### src/rtl/lsu_pkg.sv
// Shared types for the load/store queue: FSM state encoding, opcode store-bit
// position and the default queue-entry layout.
package lsu_pkg;

   typedef enum logic [1:0] {
      ST_IDLE      = 2'd0,
      ST_REQUEST   = 2'd1,
      ST_WAIT_RESP = 2'd2,
      ST_WRITEBACK = 2'd3
   } lsu_state_e;

   localparam int unsigned LSU_STORE_BIT = 3;

   localparam int unsigned LSU_DATA_W = 16;
   localparam int unsigned LSU_REG_W  = 4;

   typedef struct packed {
      logic                  store;
      logic [LSU_DATA_W-1:0] addr;
      logic [LSU_DATA_W-1:0] wdata;
      logic [LSU_REG_W-1:0]  dest;
   } lsu_entry_t;

endpackage

### src/rtl/lsu_fifo.sv
// Circular FIFO of pending memory ops with an extra wrap bit on each pointer
// so full and empty are distinguishable; the head entry is readable combinationally.
module lsu_fifo
   import lsu_pkg::*;
#(
   parameter int unsigned DEPTH   = 4,
   parameter type         entry_t = lsu_entry_t
) (
   input  logic   clk,
   input  logic   async_rst,
   input  logic   push_i,
   input  entry_t push_data_i,
   input  logic   pop_i,
   output entry_t head_o,
   output logic   full_o,
   output logic   empty_o
);

   localparam int unsigned AW = $clog2(DEPTH);

   logic [AW:0] wr_ptr_q, wr_ptr_d;
   logic [AW:0] rd_ptr_q, rd_ptr_d;
   entry_t      mem_q [DEPTH];

   assign wr_ptr_d = push_i ? wr_ptr_q + 1'b1 : wr_ptr_q;
   assign rd_ptr_d = pop_i  ? rd_ptr_q + 1'b1 : rd_ptr_q;

   always_ff @(posedge clk or posedge async_rst) begin
      if (async_rst) begin
         wr_ptr_q <= '0;
         rd_ptr_q <= '0;
      end else begin
         wr_ptr_q <= wr_ptr_d;
         rd_ptr_q <= rd_ptr_d;
      end
   end

   // Storage holds no meaningful state after reset, so it is left unreset.
   always_ff @(posedge clk) begin
      if (push_i) begin
         mem_q[wr_ptr_q[AW-1:0]] <= push_data_i;
      end
   end

   assign head_o  = mem_q[rd_ptr_q[AW-1:0]];
   assign empty_o = (wr_ptr_q == rd_ptr_q);
   assign full_o  = (wr_ptr_q[AW] != rd_ptr_q[AW]) &&
                    (wr_ptr_q[AW-1:0] == rd_ptr_q[AW-1:0]);

endmodule

### src/rtl/load_store_queue.sv
// In-order load/store queue: buffers issue-stage memory ops and runs them one at a
// time through a memory handshake. Optional macro LSU_ENQUEUE_BYPASS_EN skips the FIFO when idle.
module load_store_queue
   import lsu_pkg::*;
#(
   parameter int unsigned DATABITWIDTH    = 16,
   parameter int unsigned REGADDRBITWIDTH = 4,
   parameter int unsigned QUEUEDEPTH      = 4
) (
   input  logic                       clk,
   input  logic                       async_rst,
   input  logic                       clk_en,
   output logic                       LoadStore_REQ,
   input  logic                       LoadStore_ACK,
   input  logic [3:0]                 MinorOpcode,
   input  logic [DATABITWIDTH-1:0]    Data_A,
   input  logic [DATABITWIDTH-1:0]    Data_B,
   input  logic [REGADDRBITWIDTH-1:0] WritebackRegAddr,
   output logic                       Mem_REQ,
   input  logic                       Mem_ACK,
   output logic                       Mem_WriteEn,
   output logic [DATABITWIDTH-1:0]    Mem_Addr,
   output logic [DATABITWIDTH-1:0]    Mem_WriteData,
   input  logic                       Mem_RespValid,
   input  logic [DATABITWIDTH-1:0]    Mem_RespData,
   output logic                       LoadWB_Valid,
   input  logic                       LoadWB_Ack,
   output logic [DATABITWIDTH-1:0]    LoadWB_Data,
   output logic [REGADDRBITWIDTH-1:0] LoadWB_Addr,
   output logic                       QueueEmpty
);

   typedef struct packed {
      logic                       store;
      logic [DATABITWIDTH-1:0]    addr;
      logic [DATABITWIDTH-1:0]    wdata;
      logic [REGADDRBITWIDTH-1:0] dest;
   } entry_t;

   lsu_state_e              state_q, state_d;
   entry_t                  wk_q, wk_d;
   logic [DATABITWIDTH-1:0] rdata_q, rdata_d;

   entry_t in_entry;
   entry_t fifo_head;
   logic   fifo_full;
   logic   fifo_empty;
   logic   enq;
   logic   bypass;
   logic   push;
   logic   pop;
   logic   unused_opc;

   assign in_entry.store = MinorOpcode[LSU_STORE_BIT];
   assign in_entry.addr  = Data_A;
   assign in_entry.wdata = Data_B;
   assign in_entry.dest  = WritebackRegAddr;
   assign unused_opc     = ^MinorOpcode[2:0];

   assign LoadStore_REQ = ~fifo_full;
   assign enq           = LoadStore_REQ & LoadStore_ACK & clk_en;

`ifdef LSU_ENQUEUE_BYPASS_EN
   assign bypass = enq & fifo_empty & (state_q == ST_IDLE);
`else
   assign bypass = 1'b0;
`endif

   assign push = enq & ~bypass;
   assign pop  = clk_en & (state_q == ST_IDLE) & ~fifo_empty;

   lsu_fifo #(
      .DEPTH   (QUEUEDEPTH),
      .entry_t (entry_t)
   ) u_fifo (
      .clk         (clk),
      .async_rst   (async_rst),
      .push_i      (push),
      .push_data_i (in_entry),
      .pop_i       (pop),
      .head_o      (fifo_head),
      .full_o      (fifo_full),
      .empty_o     (fifo_empty)
   );

   always_ff @(posedge clk or posedge async_rst) begin
      if (async_rst) begin
         state_q <= ST_IDLE;
         wk_q    <= '0;
         rdata_q <= '0;
      end else if (clk_en) begin
         state_q <= state_d;
         wk_q    <= wk_d;
         rdata_q <= rdata_d;
      end
   end

   always_comb begin
      state_d = state_q;
      unique case (state_q)
         ST_IDLE:      if (!fifo_empty || bypass) state_d = ST_REQUEST;
         ST_REQUEST:   if (Mem_ACK) state_d = wk_q.store ? ST_IDLE : ST_WAIT_RESP;
         ST_WAIT_RESP: if (Mem_RespValid) state_d = ST_WRITEBACK;
         ST_WRITEBACK: if (LoadWB_Ack) state_d = ST_IDLE;
         default:      state_d = ST_IDLE;
      endcase
   end

   // Working registers take the FIFO head on a pop, or the incoming op on a bypass.
   always_comb begin
      wk_d    = wk_q;
      rdata_d = rdata_q;
      if (pop) begin
         wk_d = fifo_head;
      end else if (bypass) begin
         wk_d = in_entry;
      end
      if (state_q == ST_WAIT_RESP && Mem_RespValid) begin
         rdata_d = Mem_RespData;
      end
   end

   always_comb begin
      Mem_REQ      = 1'b0;
      Mem_WriteEn  = 1'b0;
      LoadWB_Valid = 1'b0;
      unique case (state_q)
         ST_REQUEST: begin
            Mem_REQ     = 1'b1;
            Mem_WriteEn = wk_q.store;
         end
         ST_WRITEBACK: LoadWB_Valid = 1'b1;
         default: ;
      endcase
   end

   assign Mem_Addr      = wk_q.addr;
   assign Mem_WriteData = wk_q.wdata;
   assign LoadWB_Data   = rdata_q;
   assign LoadWB_Addr   = wk_q.dest;
   assign QueueEmpty    = fifo_empty & (state_q == ST_IDLE);

endmodule

### config.mk
export PLATFORM = sky130hd
export DESIGN_NAME = load_store_queue
export DESIGN_NICKNAME = d
export VERILOG_FILES = /design/src/rtl/lsu_pkg.sv /design/src/rtl/lsu_fifo.sv /design/src/rtl/load_store_queue.sv
export SDC_FILE = /design/constraint.sdc
export NUM_CORES = 1
export LEC_CHECK = 0
export CELL_PAD_IN_SITES_DETAIL_PLACEMENT = 1
export CELL_PAD_IN_SITES_GLOBAL_PLACEMENT = 2
export CORE_MARGIN = 2
export CORE_UTILIZATION = 41
export DETAILED_ROUTE_END_ITERATION = 16
export PLACE_DENSITY_LB_ADDON = 0.1
export SLEW_MARGIN = 20
export SYNTH_ARGS = -nofsm -noshare
export SYNTH_HDL_FRONTEND = slang
export SYNTH_SLANG_ARGS = --single-unit
### constraint.sdc
create_clock -name clk -period 3.1 [get_ports clk]
set_input_delay 0.31 -clock clk [delete_from_list [all_inputs] [get_ports clk]]
set_output_delay 0.31 -clock clk [all_outputs]
set_load 0.005 [all_outputs]
==> results of run 1 <==
==> per-layer routing <==
metal / vias to the layer above / GRT usage [%] / wire length, um
met5: - / 0 / 0
met4: 0 / 3.92 / 274
met3: 22 / 3.24 / 799
met2: 90 / 27.0 / 7890
met1: 1998 / 18.3 / 6270
li1: 1705 / - / -
==> critical path: stages (launching register included) <==
cell             delay (ns)
dfrtp_1                0.45
xor2_1                 0.23
nor4b_1                0.29
clkdlybuf4s50_1        0.57
==> power by group through the flow <==
stage / sequential (mW) / combinational (mW) / clock [mW]
after CTS: 4.00 / 2.98 / 2.70
after global placement: 4.02 / 2.92 / 0
after global routing: 4.08 / 3.14 / 2.80
after detailed placement: 4.05 / 2.97 / 0
after floorplan: 3.95 / 2.04 / 0
final: 3.99 / 2.89 / 2.61
==> layout make-up <==
cell class | count | area, um2 | share of cell area, %
clock buffers | 28 | 604 | 5.93
flip-flops and latches | 209 | 5980 | 58.6
inverters | 5 | 18.8 | 0.184
well taps | 265 | 332 | 3.25
multi-input cells | 130 | 1820 | 17.8
clock inverters | 14 | 128 | 1.25
repair buffers | 129 | 1320 | 13.0
==> registers in the layout, summed over array words and instances (netlist names), named ones only <==
register	cells
LoadWB_Addr	4
u_fifo.mem_q	148
u_fifo.rd_ptr_q	3
u_fifo.wr_ptr_q	3
Mem_WriteData	16
LoadWB_Data	16
Mem_Addr	16
state_q	1
wk_q	1
==> logic make-up after synthesis <==
kind of cell	count (synthesis)	synth area share, %
multiplexers	94	18.5
buffers and inverters	56	4.65
AND/OR/NAND/NOR	17	1.30
adder cells (fa/ha/maj)	5	0.767
XOR/XNOR	9	1.06
flip-flops	209	73.2
AO/OA/AOI/OAI	5	0.521
==> worst paths after layout <==
kind | cells past startpoint | endpoint | from
min in group clk | 2 | LoadWB_Data[15] | Mem_RespData[15]
max in group asynchronous | 3 | u_fifo.rd_ptr_q[1] | async_rst
min | 2 | Mem_WriteData[6] | async_rst
min reg2reg | 1 | Mem_Addr[13] | Mem_Addr[13]
max | 3 | QueueEmpty | u_fifo.wr_ptr_q[1]
max reg2reg | 4 | u_fifo.mem_q[2][31] | u_fifo.wr_ptr_q[1]
==> cell usage in the layout, fill, tap and decap left out, types with 5 or more instances in the layout <==
cell type / count
dfrtp_1: 59
buf_12: 5
clkbuf_16: 23
mux2_4: 10
edfxtp_1: 148
xnor2_1: 5
ha_1: 5
buf_4: 8
mux2_2: 47
mux4_2: 37
clkdlybuf4s50_1: 116
==> impl_metrics.py, run 1 <==
metrics = {
    "pwr": {
        "pwr-share-comb_pct": 30.4,
        "total_power_mw": 9.49,
        "clock_power_share_pct": 27.5,
        "power_switching_mw": 2.49,
        "power.internal_mw": 7.00,
        "power.leakage_nw": 3.59,
        "vdd_ir_drop_max_v": 0.000505,
        "power_density_mw_per_mm2": 931,
        "seq_power_share_pct": 42.1,
        "switching_share_pct": 26.2,
    },
    "finish": {
        "stdcell_count": 780,
        "syn_to_final_growth_pct": 24.9,
        "design_area_mm2": 0.0102,
        "nNetsFinal": 566,
        "finalCoreUtilization_pct": 52.2,
        "drive_above_1_share_pct": 29.1,
        "n_antenna_cell": 0,
        "fill_cells": 1783,
    },
    "grt": {
        "grt_max_degree": 40,
        "grt_use_total_pct": 15.0,
        "grt_pass1_wl_um": 24500,
        "first_global_vias": 4262,
        "grt.overflow.total": 0,
        "antenna_found_initial": 0,
    },
    "place": {
        "gp_congestion": 0.681,
        "place_hpwl_um": 9520,
        "numPlacedInstances": 738,
        "placedInstanceArea_mm2": 0.00946,
        "io_buffers": 116,
        "dp_slack_ns": 0.603,
    },
    "cts": {
        "clockRootBuffer": "clkbuf_16",
        "cts.sinks": 209,
        "numCtsBuffers": 23,
        "cts_resized": 0,
        "htreeDepth": 1,
        "post_cts_buffers": 0,
        "cts.hold.buffers_added": 0,
        "clkLatencyLatePin_ns": 0.50,
        "clock_path_buffers": 3,
        "cts_tree": "built",
        "cts.clk_slew.worst_paths_ns": 0.06,
    },
    "timing": {
        "tns_ns": 0,
        "rsz0062_at_grt": "false",
        "max_freq_mhz": 425,
        "relSlewSlack_pct": 46.1,
        "fin_ws_ns": 0.746,
        "holdWs_ns": 0.253,
        "final.period_utilization_pct": 75.9,
        "worstMarginPinSlew_ns": 0.808,
        "min_period_ns": 2.35,
        "finalHoldViolations": 0,
        "fin_skew_ns": 0.00762,
        "setup_viol": 0,
        "drv_slew": 0,
    },
    "detailed_routing": {
        "avgRoutedWirePerCell_um": 19.5,
        "dr.pass1.iters": 4,
        "drc": 0,
        "antenna_left": 0,
        "wl_um": 15200,
        "vias_per_cell": 4.89,
        "num_vias": 3815,
        "drt-initial-drc-count": 157,
    },
    "synthesis": {
        "synth-edff-count": 148,
        "yosys_warnings": 0,
        "ys_seq_elements": 209,
        "synth.most_common_cell": "edfxtp_1",
        "synth_area_mm2": 0.00816,
        "yosysUniqueCellTypes": 30,
        "synthFlopType": "edfxtp_1",
        "ys_top_cells_by_area": "edfxtp_1 (54%), dfrtp_1 (19%), mux4_2 (10%)",
        "netlist.area_leader.share_pct": 54.5,
        "synth_top_area_cell": "edfxtp_1",
        "seq_area_frac_synth_pct": 73.2,
        "synthCells": 395,
        "synthArstFlopShare_pct": 29.2,
        "synth_common_cells": "edfxtp_1 (148), dfrtp_1 (61), mux2_2 (47), mux4_2 (37), buf_4 (36)",
        "avgSynthCellArea_um2": 20.7,
        "synthesis.nets": 463,
    },
    "floorplan": {
        "die_width_um": 145,
        "die-area_mm2": 0.0210,
        "initial_core_util_pct": 41.8,
        "placementRows": 51,
        "core_mm2": 0.0195,
        "io_pins": 120,
        "die_h_um": 145,
    },
    "setup_path": {
        "required_ns": 2.79,
        "arrival_ns": 2.04,
        "worstPathMaxFanout": 6,
        "r2r_slack_ns": 0.96,
        "worst_setup_path_end_kind": "primary output",
        "criticalPathCategory": "reg2out",
        "critPathLaunchType": "flop",
    },
    "status": {
        "status": "completed",
    },
    "run": {
        "cap_violations": 0,
    },
    "hold_path": {
        "min_path_type": "in2async",
    },
}
(Power assumes the default switching activity.)
==> run 2, diff against run 1 <==
--- a/config.mk
+++ b/config.mk
@@ -8,7 +8,7 @@
 export CELL_PAD_IN_SITES_DETAIL_PLACEMENT = 1
 export CELL_PAD_IN_SITES_GLOBAL_PLACEMENT = 2
 export CORE_MARGIN = 2
-export CORE_UTILIZATION = 41
+export CORE_UTILIZATION = 37
 export DETAILED_ROUTE_END_ITERATION = 16
 export PLACE_DENSITY_LB_ADDON = 0.1
 export SLEW_MARGIN = 20
==> constraint.sdc (replaced) <==
create_clock -name clk -period 1.94 [get_ports clk]
set_input_delay 0.194 -clock clk [delete_from_list [all_inputs] [get_ports clk]]
set_output_delay 0.194 -clock clk [all_outputs]
set_load 0.005 [all_outputs]
==> run 2 against run 1 <==
Register-to-register slack worse by 0.89 ns. Clock skew up 0.0064 ns. Sequential share of layout area fell by 1.8 points. Wire length increased by 3.7%. Critical path depth up 2. Hold slack lost 0.22 ns. Flip-flop and latch count stayed put. Global-route usage decreased by 1.0 points. Largest cell class unchanged.
==> impl_metrics.py, run 2 (synthesized netlist as in run 1, its figures left out) <==
metrics = {
    "timing": {
        "min_period_ns": 1.87,
        "setup_viol": 0,
        "relSlewSlack_pct": 68.6,
        "worstMarginPinSlew_ns": 0.470,
        "final.period_utilization_pct": 96.2,
        "rsz0062_at_grt": "false",
        "drv_slew": 0,
        "fin_ws_ns": 0.0739,
        "finalHoldViolations": 0,
        "fin_skew_ns": 0.0140,
        "max_freq_mhz": 536,
    },
    "finish": {
        "mostFrequentLayoutCell": "edfxtp_1",
        "finalCoreUtilization_pct": 48.3,
        "largest_reg_flops": 148,
        "mostFrequentLayoutCells": "edfxtp_1 (148), clkdlybuf4s50_1 (113), dfrtp_1 (57)",
        "regArea_mm2": 0.00598,
        "stdcell_count": 809,
        "design_area_mm2": 0.0105,
        "fill_cells": 2016,
        "syn_to_final_growth_pct": 28.9,
        "drive_above_1_share_pct": 32.9,
        "n_antenna_cell": 0,
        "multiInputGateArea_mm2": 0.00186,
        "nNetsFinal": 581,
    },
    "floorplan": {
        "die_h_um": 153,
        "placementRows": 54,
        "die-area_mm2": 0.0233,
        "core_mm2": 0.0218,
        "die_width_um": 153,
        "io_pins": 120,
        "initial_core_util_pct": 37.5,
    },
    "cts": {
        "cts.hold.buffers_added": 0,
        "numCtsBuffers": 23,
        "clkLatencyLatePin_ns": 0.49,
        "clock_path_buffers": 3,
        "cts.sinks": 209,
        "cts.clk_slew.worst_paths_ns": 0.06,
        "cts_tree": "built",
        "clockRootBuffer": "clkbuf_16",
        "htreeDepth": 1,
    },
    "detailed_routing": {
        "drt-initial-drc-count": 138,
        "drc": 0,
        "num_vias": 3919,
        "avgRoutedWirePerCell_um": 19.5,
        "wl_um": 15800,
        "antenna_left": 0,
        "routed-wl-met3_um": 738,
        "dr.pass1.iters": 4,
        "vias_per_cell": 4.84,
        "wl_met1_um": 7120,
        "route.met2.wl_um": 7680,
        "top_layer": "met4",
    },
    "place": {
        "io_buffers": 116,
        "placedInstanceArea_mm2": 0.00973,
        "gp_congestion": 0.694,
        "dp_slack_ns": 0.0387,
        "numPlacedInstances": 766,
        "place_hpwl_um": 9870,
    },
    "grt": {
        "first_global_vias": 4398,
        "grt_max_degree": 30,
        "grt_pass1_wl_um": 25200,
        "grt.overflow.total": 0,
        "grt_use_total_pct": 14.0,
        "antenna_found_initial": 0,
    },
    "setup_path": {
        "critPathLaunchType": "flop",
        "worstPathMaxFanout": 29,
        "arrival_ns": 2.23,
        "criticalPathCategory": "reg2reg",
        "worst_setup_path_end_kind": "flop",
        "required_ns": 2.31,
        "r2r_slack_ns": 0.07,
    },
    "status": {
        "status": "completed",
    },
    "hold_path": {
        "min_path_type": "in2async",
    },
    "pwr": {
        "power_density_mw_per_mm2": 1490,
        "vdd_ir_drop_max_v": 0.000694,
        "power.leakage_nw": 3.71,
    },
    "run": {
        "cap_violations": 0,
    },
}
==> run 2: worst max-delay path, stage by stage (launching register included) <==
cell and delay (ns):
dfrtp_1 0.42, xor2_2 0.21, buf_4 0.16, o311a_2 0.42
buf_12 0.20, mux2_4 0.32
==> run 2: power by group <==
part           internal [mW]  total [mW]  switching [mW]  leakage [nW]
Combinational           3.13        5.07            1.94          1.29
Clock                   2.61        4.25            1.64         0.361
Sequential              5.87        6.40           0.524          2.07
==> run 2: per-stage QoR <==
stage          total power, mW  TNS [ns]  hold slack [ns]
2_1_floorplan             9.67    -17.50            0.293
3_3_place_gp              11.5         0            0.486
3_5_place_dp              11.6         0            0.495
4_1_cts                   15.9   -0.0432           0.0371
5_1_grt                   16.6         0           0.0727
6_report                  15.7         0           0.0354
==> run 2: path summary, 6_finish.rpt <==
| kind | start | cells past startpoint | to |
|---|---|---|---|
| worst max register to register | u_fifo.wr_ptr_q[2] | 5 | Mem_Addr[1] |
| worst max-delay path | u_fifo.wr_ptr_q[2] | 5 | Mem_Addr[1] |
| max in group asynchronous | async_rst | 3 | asynchronous set/reset pin |
| worst min register to register | LoadWB_Data[3] | 1 | LoadWB_Data[3] |
| worst min-delay path | async_rst | 2 | Mem_WriteData[2] |
| min in group clk | Mem_RespData[0] | 2 | LoadWB_Data[0] |
==> run 2: what timing repair did <==
action	CTS	global route
pin swaps	1	0
resized for setup	6	7
setup buffers	3	0
setup endpoints to repair	3	122
gates cloned	0	0
==> run 2: cell type report <==
class	count	area share, %
flip-flops and latches	209	56.9
multi-input cells	130	17.7
repair buffers	144	14.8
clock buffers	34	6.25
well taps	280	3.33
clock inverters	7	0.857
inverters	5	0.226
==> run 2: layer usage <==
metal  track usage (%)  up-vias
met1              18.8     2055
met3              2.62       18
li1                  -     1739
met2              23.4      107
met4              3.88        0
met5                 0        -
==> run 3, diff against run 2 <==
--- a/config.mk
+++ b/config.mk
@@ -11,7 +11,7 @@
 export CORE_UTILIZATION = 37
 export DETAILED_ROUTE_END_ITERATION = 16
 export PLACE_DENSITY_LB_ADDON = 0.1
-export SLEW_MARGIN = 20
+export SKIP_CTS_REPAIR_TIMING = 1
 export SYNTH_ARGS = -nofsm -noshare
 export SYNTH_HDL_FRONTEND = slang
 export SYNTH_SLANG_ARGS = --single-unit
==> run 3 against run 2 <==
The run now ends with negative setup slack left. Clock skew hardly changed. Sequential power hardly changed. Count of clock-buffer cells in the layout stayed put. Die area stayed put. Power is 0.38% lower. Final area is 0.17% lower. Flip-flop and latch count stayed put. Critical path depth is 1 lower. Sequential share of layout area is 0.083 points higher. First-iteration DRC count is 8.7% lower. Register-to-register slack hardly changed. Maximum frequency is 4.6% lower.
==> impl_metrics.py, run 3 (synthesized netlist as in run 1, its figures left out) <==
metrics = {
    "status": {
        "status": "finished, violations left",
        "violations": "negative setup slack",
    },
    "finish": {
        "largest_reg_flops": 148,
        "mostFrequentLayoutCell": "edfxtp_1",
        "drive_above_1_share_pct": 32.0,
        "finalCoreUtilization_pct": 48.3,
        "syn_to_final_growth_pct": 28.6,
        "n_antenna_cell": 0,
        "mostFrequentLayoutCells": "edfxtp_1 (148), clkdlybuf4s50_1 (113), dfrtp_1 (58)",
        "nNetsFinal": 580,
    },
    "cts": {
        "clock_path_buffers": 3,
        "cts.sinks": 209,
        "numCtsBuffers": 23,
        "htreeDepth": 1,
        "clockRootBuffer": "clkbuf_16",
        "cts.clk_slew.worst_paths_ns": 0.06,
        "cts_tree": "built",
        "clkLatencyLatePin_ns": 0.49,
    },
    "timing": {
        "final.period_utilization_pct": 101,
        "holdWs_ns": 0.0354,
        "min_period_ns": 1.96,
        "max_freq_mhz": 511,
        "finalHoldViolations": 0,
        "fin_ws_ns": -0.0162,
        "setup_viol": 1,
        "drv_slew": 0,
        "rsz0062_at_grt": "true",
        "fin_skew_ns": 0.0137,
        "worstMarginPinSlew_ns": 0.470,
        "tns_ns": -0.0162,
        "relSlewSlack_pct": 68.6,
    },
    "pwr": {
        "power_density_mw_per_mm2": 1490,
        "clock_power_share_pct": 27.1,
        "power.internal_mw": 11.6,
        "vdd_ir_drop_max_v": 0.000694,
        "seq_power_share_pct": 40.7,
        "total_power_mw": 15.7,
        "pwr-share-comb_pct": 32.2,
        "switching_share_pct": 26.0,
        "power.leakage_nw": 3.72,
        "power_switching_mw": 4.07,
    },
    "setup_path": {
        "worst_setup_path_end_kind": "primary output",
        "worstPathMaxFanout": 5,
        "critPathLaunchType": "flop",
        "arrival_ns": 1.76,
        "criticalPathCategory": "reg2out",
        "required_ns": 1.75,
    },
    "grt": {
        "antenna_found_initial": 0,
        "grt.overflow.total": 0,
        "grt_use_total_pct": 14.0,
        "first_global_vias": 4389,
        "grt_max_degree": 30,
        "grt_pass1_wl_um": 25300,
    },
    "place": {
        "gp_congestion": 0.694,
        "io_buffers": 116,
        "place_hpwl_um": 9870,
    },
    "detailed_routing": {
        "dr.pass1.iters": 4,
        "vias_per_cell": 4.84,
        "drt-initial-drc-count": 126,
        "drc": 0,
        "antenna_left": 0,
        "wl_um": 15800,
        "avgRoutedWirePerCell_um": 19.5,
        "num_vias": 3908,
    },
    "floorplan": {
        "initial_core_util_pct": 37.5,
        "die_width_um": 153,
        "placementRows": 54,
        "core_mm2": 0.0218,
        "io_pins": 120,
        "die_h_um": 153,
        "die-area_mm2": 0.0233,
    },
    "hold_path": {
        "min_path_type": "in2async",
    },
    "run": {
        "cap_violations": 0,
    },
}
==> run 3: final timing paths <==
check	start	end	slack, ns	cells after the start
worst max-delay path	u_fifo.wr_ptr_q[2]	QueueEmpty	-0.02	4
worst min-delay path	async_rst	Mem_WriteData[2]	0.04	2
worst max register to register	u_fifo.rd_ptr_q[0]	LoadWB_Addr[3]	0.07	4
worst min register to register	LoadWB_Data[3]	LoadWB_Data[3]	0.50	1
max in group asynchronous	async_rst	u_fifo.rd_ptr_q[0]	1.41	3
min in group clk	Mem_RespData[0]	LoadWB_Data[0]	0.31	2
==> run 3: power by group through the flow <==
stage / sequential (mW) / clock [mW] / combinational, mW
after floorplan: 6.32 / 0 / 3.35
after detailed placement: 6.47 / 0 / 5.11
after global routing: 6.51 / 4.55 / 5.46
after global placement: 6.42 / 0 / 5.04
after CTS: 6.38 / 4.38 / 5.14
final: 6.37 / 4.24 / 5.05
==> run 3: per-layer routing <==
| metal | global-route usage, % | vias to the layer above | wire length (um) |
|---|---|---|---|
| li1 | - | 1737 | - |
| met1 | 18.8 | 2048 | 7120 |
| met2 | 23.4 | 105 | 7630 |
| met3 | 2.62 | 18 | 717 |
| met4 | 3.88 | 0 | 282 |
| met5 | 0 | - | 0 |
==> run 3: worst max-delay path: stages, from the launching register on <==
cell,delay (ns)
dfrtp_1,0.42
xor2_2,0.21
buf_4,0.16
nor4b_1,0.30
clkbuf_2,0.18
==> run 3: metrics by stage <==
step	instances	setup WS (ns)	cell area, um2
6_report	808	-0.0162	10500
2_1_floorplan	395	-0.141	8200
3_3_place_gp	766	0.0263	9730
5_1_grt	808	-0.0990	10500
3_5_place_dp	766	0.0387	9730
4_1_cts	807	-0.363	10500
==> run 3: layout make-up <==
| cell class | instances | area [um2] |
|---|---|---|
| clock buffer | 34 | 657 |
| clock inverter | 7 | 90.1 |
| fill | 2018 | 11300 |
| inverter | 5 | 23.8 |
| multi-input combinational | 130 | 1840 |
| sequential | 209 | 5980 |
| tap | 280 | 350 |
| timing repair buffer | 143 | 1560 |
==> variant, RTL diff (flow settings as in run 2) <==
Build with the macro `LSU_ENQUEUE_BYPASS_EN` defined.
--- a/src/rtl/load_store_queue.sv
+++ b/src/rtl/load_store_queue.sv
@@ -1,5 +1,7 @@
 // In-order load/store queue: buffers issue-stage memory ops and runs them one at a
 // time through a memory handshake. Optional macro LSU_ENQUEUE_BYPASS_EN skips the FIFO when idle.
+`define LSU_ENQUEUE_BYPASS_EN
+
 module load_store_queue
    import lsu_pkg::*;
 #(
Formal check against the unedited RTL: not equivalent (a bounded check fails within 4 cycles, from zero or initial values and one cycle with async_rst high).
==> variant against run 2 <==
Area after synthesis rose by 2.1%; total power rose by 13%; synthesized cell count rose by 13%; the flow now finishes with violations (negative setup slack); sequential cell count did not move; design area rose by 6.3%; wire length rose by 28%; setup slack got worse by 0.24 ns.
==> variant: results (changes against run 2) <==
- Result of the run: finished, violations left
- Failing checks: negative setup slack
- Internal: 12.5 mW (+7.8%)
- The net count after synthesis was 515 (+11%).
- The post-DP HPWL came to 11500 um (+17%).
- The net count reported at finish came to 654 (+13%).
- Peak fanout along the critical path: 7 (-76%)
* Cell area reported after detailed placement: 9860 sq um (+1.4%)
* Routed wire length per instance: 22.9 um (+17%)
- The critical path data arrival time was 2.30 ns (+0.07 ns).
- The layout filler cell count came to 1991 (-1.2%).
- The layout cell share with drive strength beyond 1 came to 0.286 (-0.0427).
- Via count of the routed design: 4643 (+18%)
- GR Util All Layers: 0.173 (+0.0330)
- Final-report setup violation count: 148 (+148)
- Final estimated routing congestion in global placement: 0.752 (+8.3%)
- Top post-synthesis cells by count: sky130_fd_sc_hd__edfxtp_1 (148), sky130_fd_sc_hd__dfrtp_1 (61)
- The sequential share of the synthesized area was 0.716 (-0.0154).
* First-iteration detailed-routing DRC count: 197 (+43%)
- Worst vdd rail ir drop: 0.831 mV (+20%)
- Placed insts: 817 (+6.7%)
* Slew Limit Headroom: 0.582 (-0.105)
* Static Leakage: 4.01 nW (+7.9%)
- Top post-synthesis cells by area: sky130_fd_sc_hd__edfxtp_1 (53%), sky130_fd_sc_hd__dfrtp_1 (18%), sky130_fd_sc_hd__mux4_2 (10%)
- CTS Buf Count: 23 (unchanged)
- PnR worst setup slack: -0.162 ns (-0.236 ns)
- Maximum number of pins on one net before global-route repair: 40 (+33%)
* Total wirelength of the detailed-routed design: 20200 um (+28%)
## variant: critical path: stages (launching register included)
cell	delay [ns]
sky130_fd_sc_hd__dfrtp_2	0.45
sky130_fd_sc_hd__xor2_4	0.20
sky130_fd_sc_hd__buf_6	0.12
sky130_fd_sc_hd__buf_4	0.10
sky130_fd_sc_hd__nor2_4	0.04
sky130_fd_sc_hd__a211oi_4	0.29
sky130_fd_sc_hd__and2_4	0.31
sky130_fd_sc_hd__buf_12	0.14
sky130_fd_sc_hd__buf_12	0.13
## variant: logic make-up after synthesis
| group | count (synthesis) | synth area share |
|---|---|---|
| DFF | 209 | 0.716 |
| AOI/OAI and AO/OA | 81 | 0.0742 |
| buffers and inverters | 68 | 0.0524 |
| muxes | 58 | 0.128 |
| and+or+nand+nor | 19 | 0.0141 |
| xor gates and xnor gates | 7 | 0.00736 |
| adders and majority gates | 5 | 0.00751 |
## variant: power groups by stage
stage	registers [mW]	logic (mW)	clock network, mW
6_report	6.35	7.12	4.29
3_5_place_dp	6.41	6.16	0
4_1_cts	6.35	6.86	4.39
2_1_floorplan	6.27	3.93	0
3_3_place_gp	6.37	6.11	0
5_1_grt	6.47	7.72	4.57
## variant: area by class of cell
cell class / instances / area share
Sequential cell: 209 / 0.535
Timing Repair Buffer: 176 / 0.183
Multi-Input combinational cell: 170 / 0.183
Clock buffer: 29 / 0.0544
Tap cell: 280 / 0.0314
Clock inverter: 11 / 0.0115
Inverter: 6 / 0.00213
## variant: path summary, 6_finish.rpt
path,from,endpoint,cells after the start
max,u_fifo.wr_ptr_q[0],u_fifo.mem_q[1][22],8
min,async_rst,LoadWB_Data[14],2
max reg2reg,u_fifo.wr_ptr_q[0],u_fifo.mem_q[1][22],8
min reg2reg,LoadWB_Data[6],LoadWB_Data[6],1
max in group asynchronous,async_rst,u_fifo.rd_ptr_q[0],3
min in group clk,Mem_RespData[12],LoadWB_Data[12],2
## variant: per-layer routing
layer / routed length [um] / share of wire / global-route usage
met4: 341 / 0.017 / 0.0432
met5: 0 / 0 / 0
met3: 890 / 0.044 / 0.0321
met2: 10000 / 0.50 / 0.295
met1: 8890 / 0.44 / 0.229
## variant: what timing repair did
| item | CTS | global route |
|---|---|---|
| setup buffers | 11 | 9 |
| endpoints found under the setup margin | 128 | 155 |
| cloned | 6 | 4 |
| pin swaps | 5 | 6 |
| gates resized for setup | 52 | 12 |
## variant: metrics by stage
step	worst slack, ns	setup TNS, ns	hold slack, ns	power [mW]	util
after floorplan	-0.188	-20.83	0.293	10.2	-
after global placement	-0.191	-15.95	0.482	12.5	0.449
after detailed placement	-0.207	-16.97	0.476	12.6	0.449
after global routing	-0.258	-17.46	0.0590	18.8	0.509
final	-0.162	-7.34	0.0209	17.8	0.509
after CTS	-0.172	-6.02	0.0216	17.6	0.503
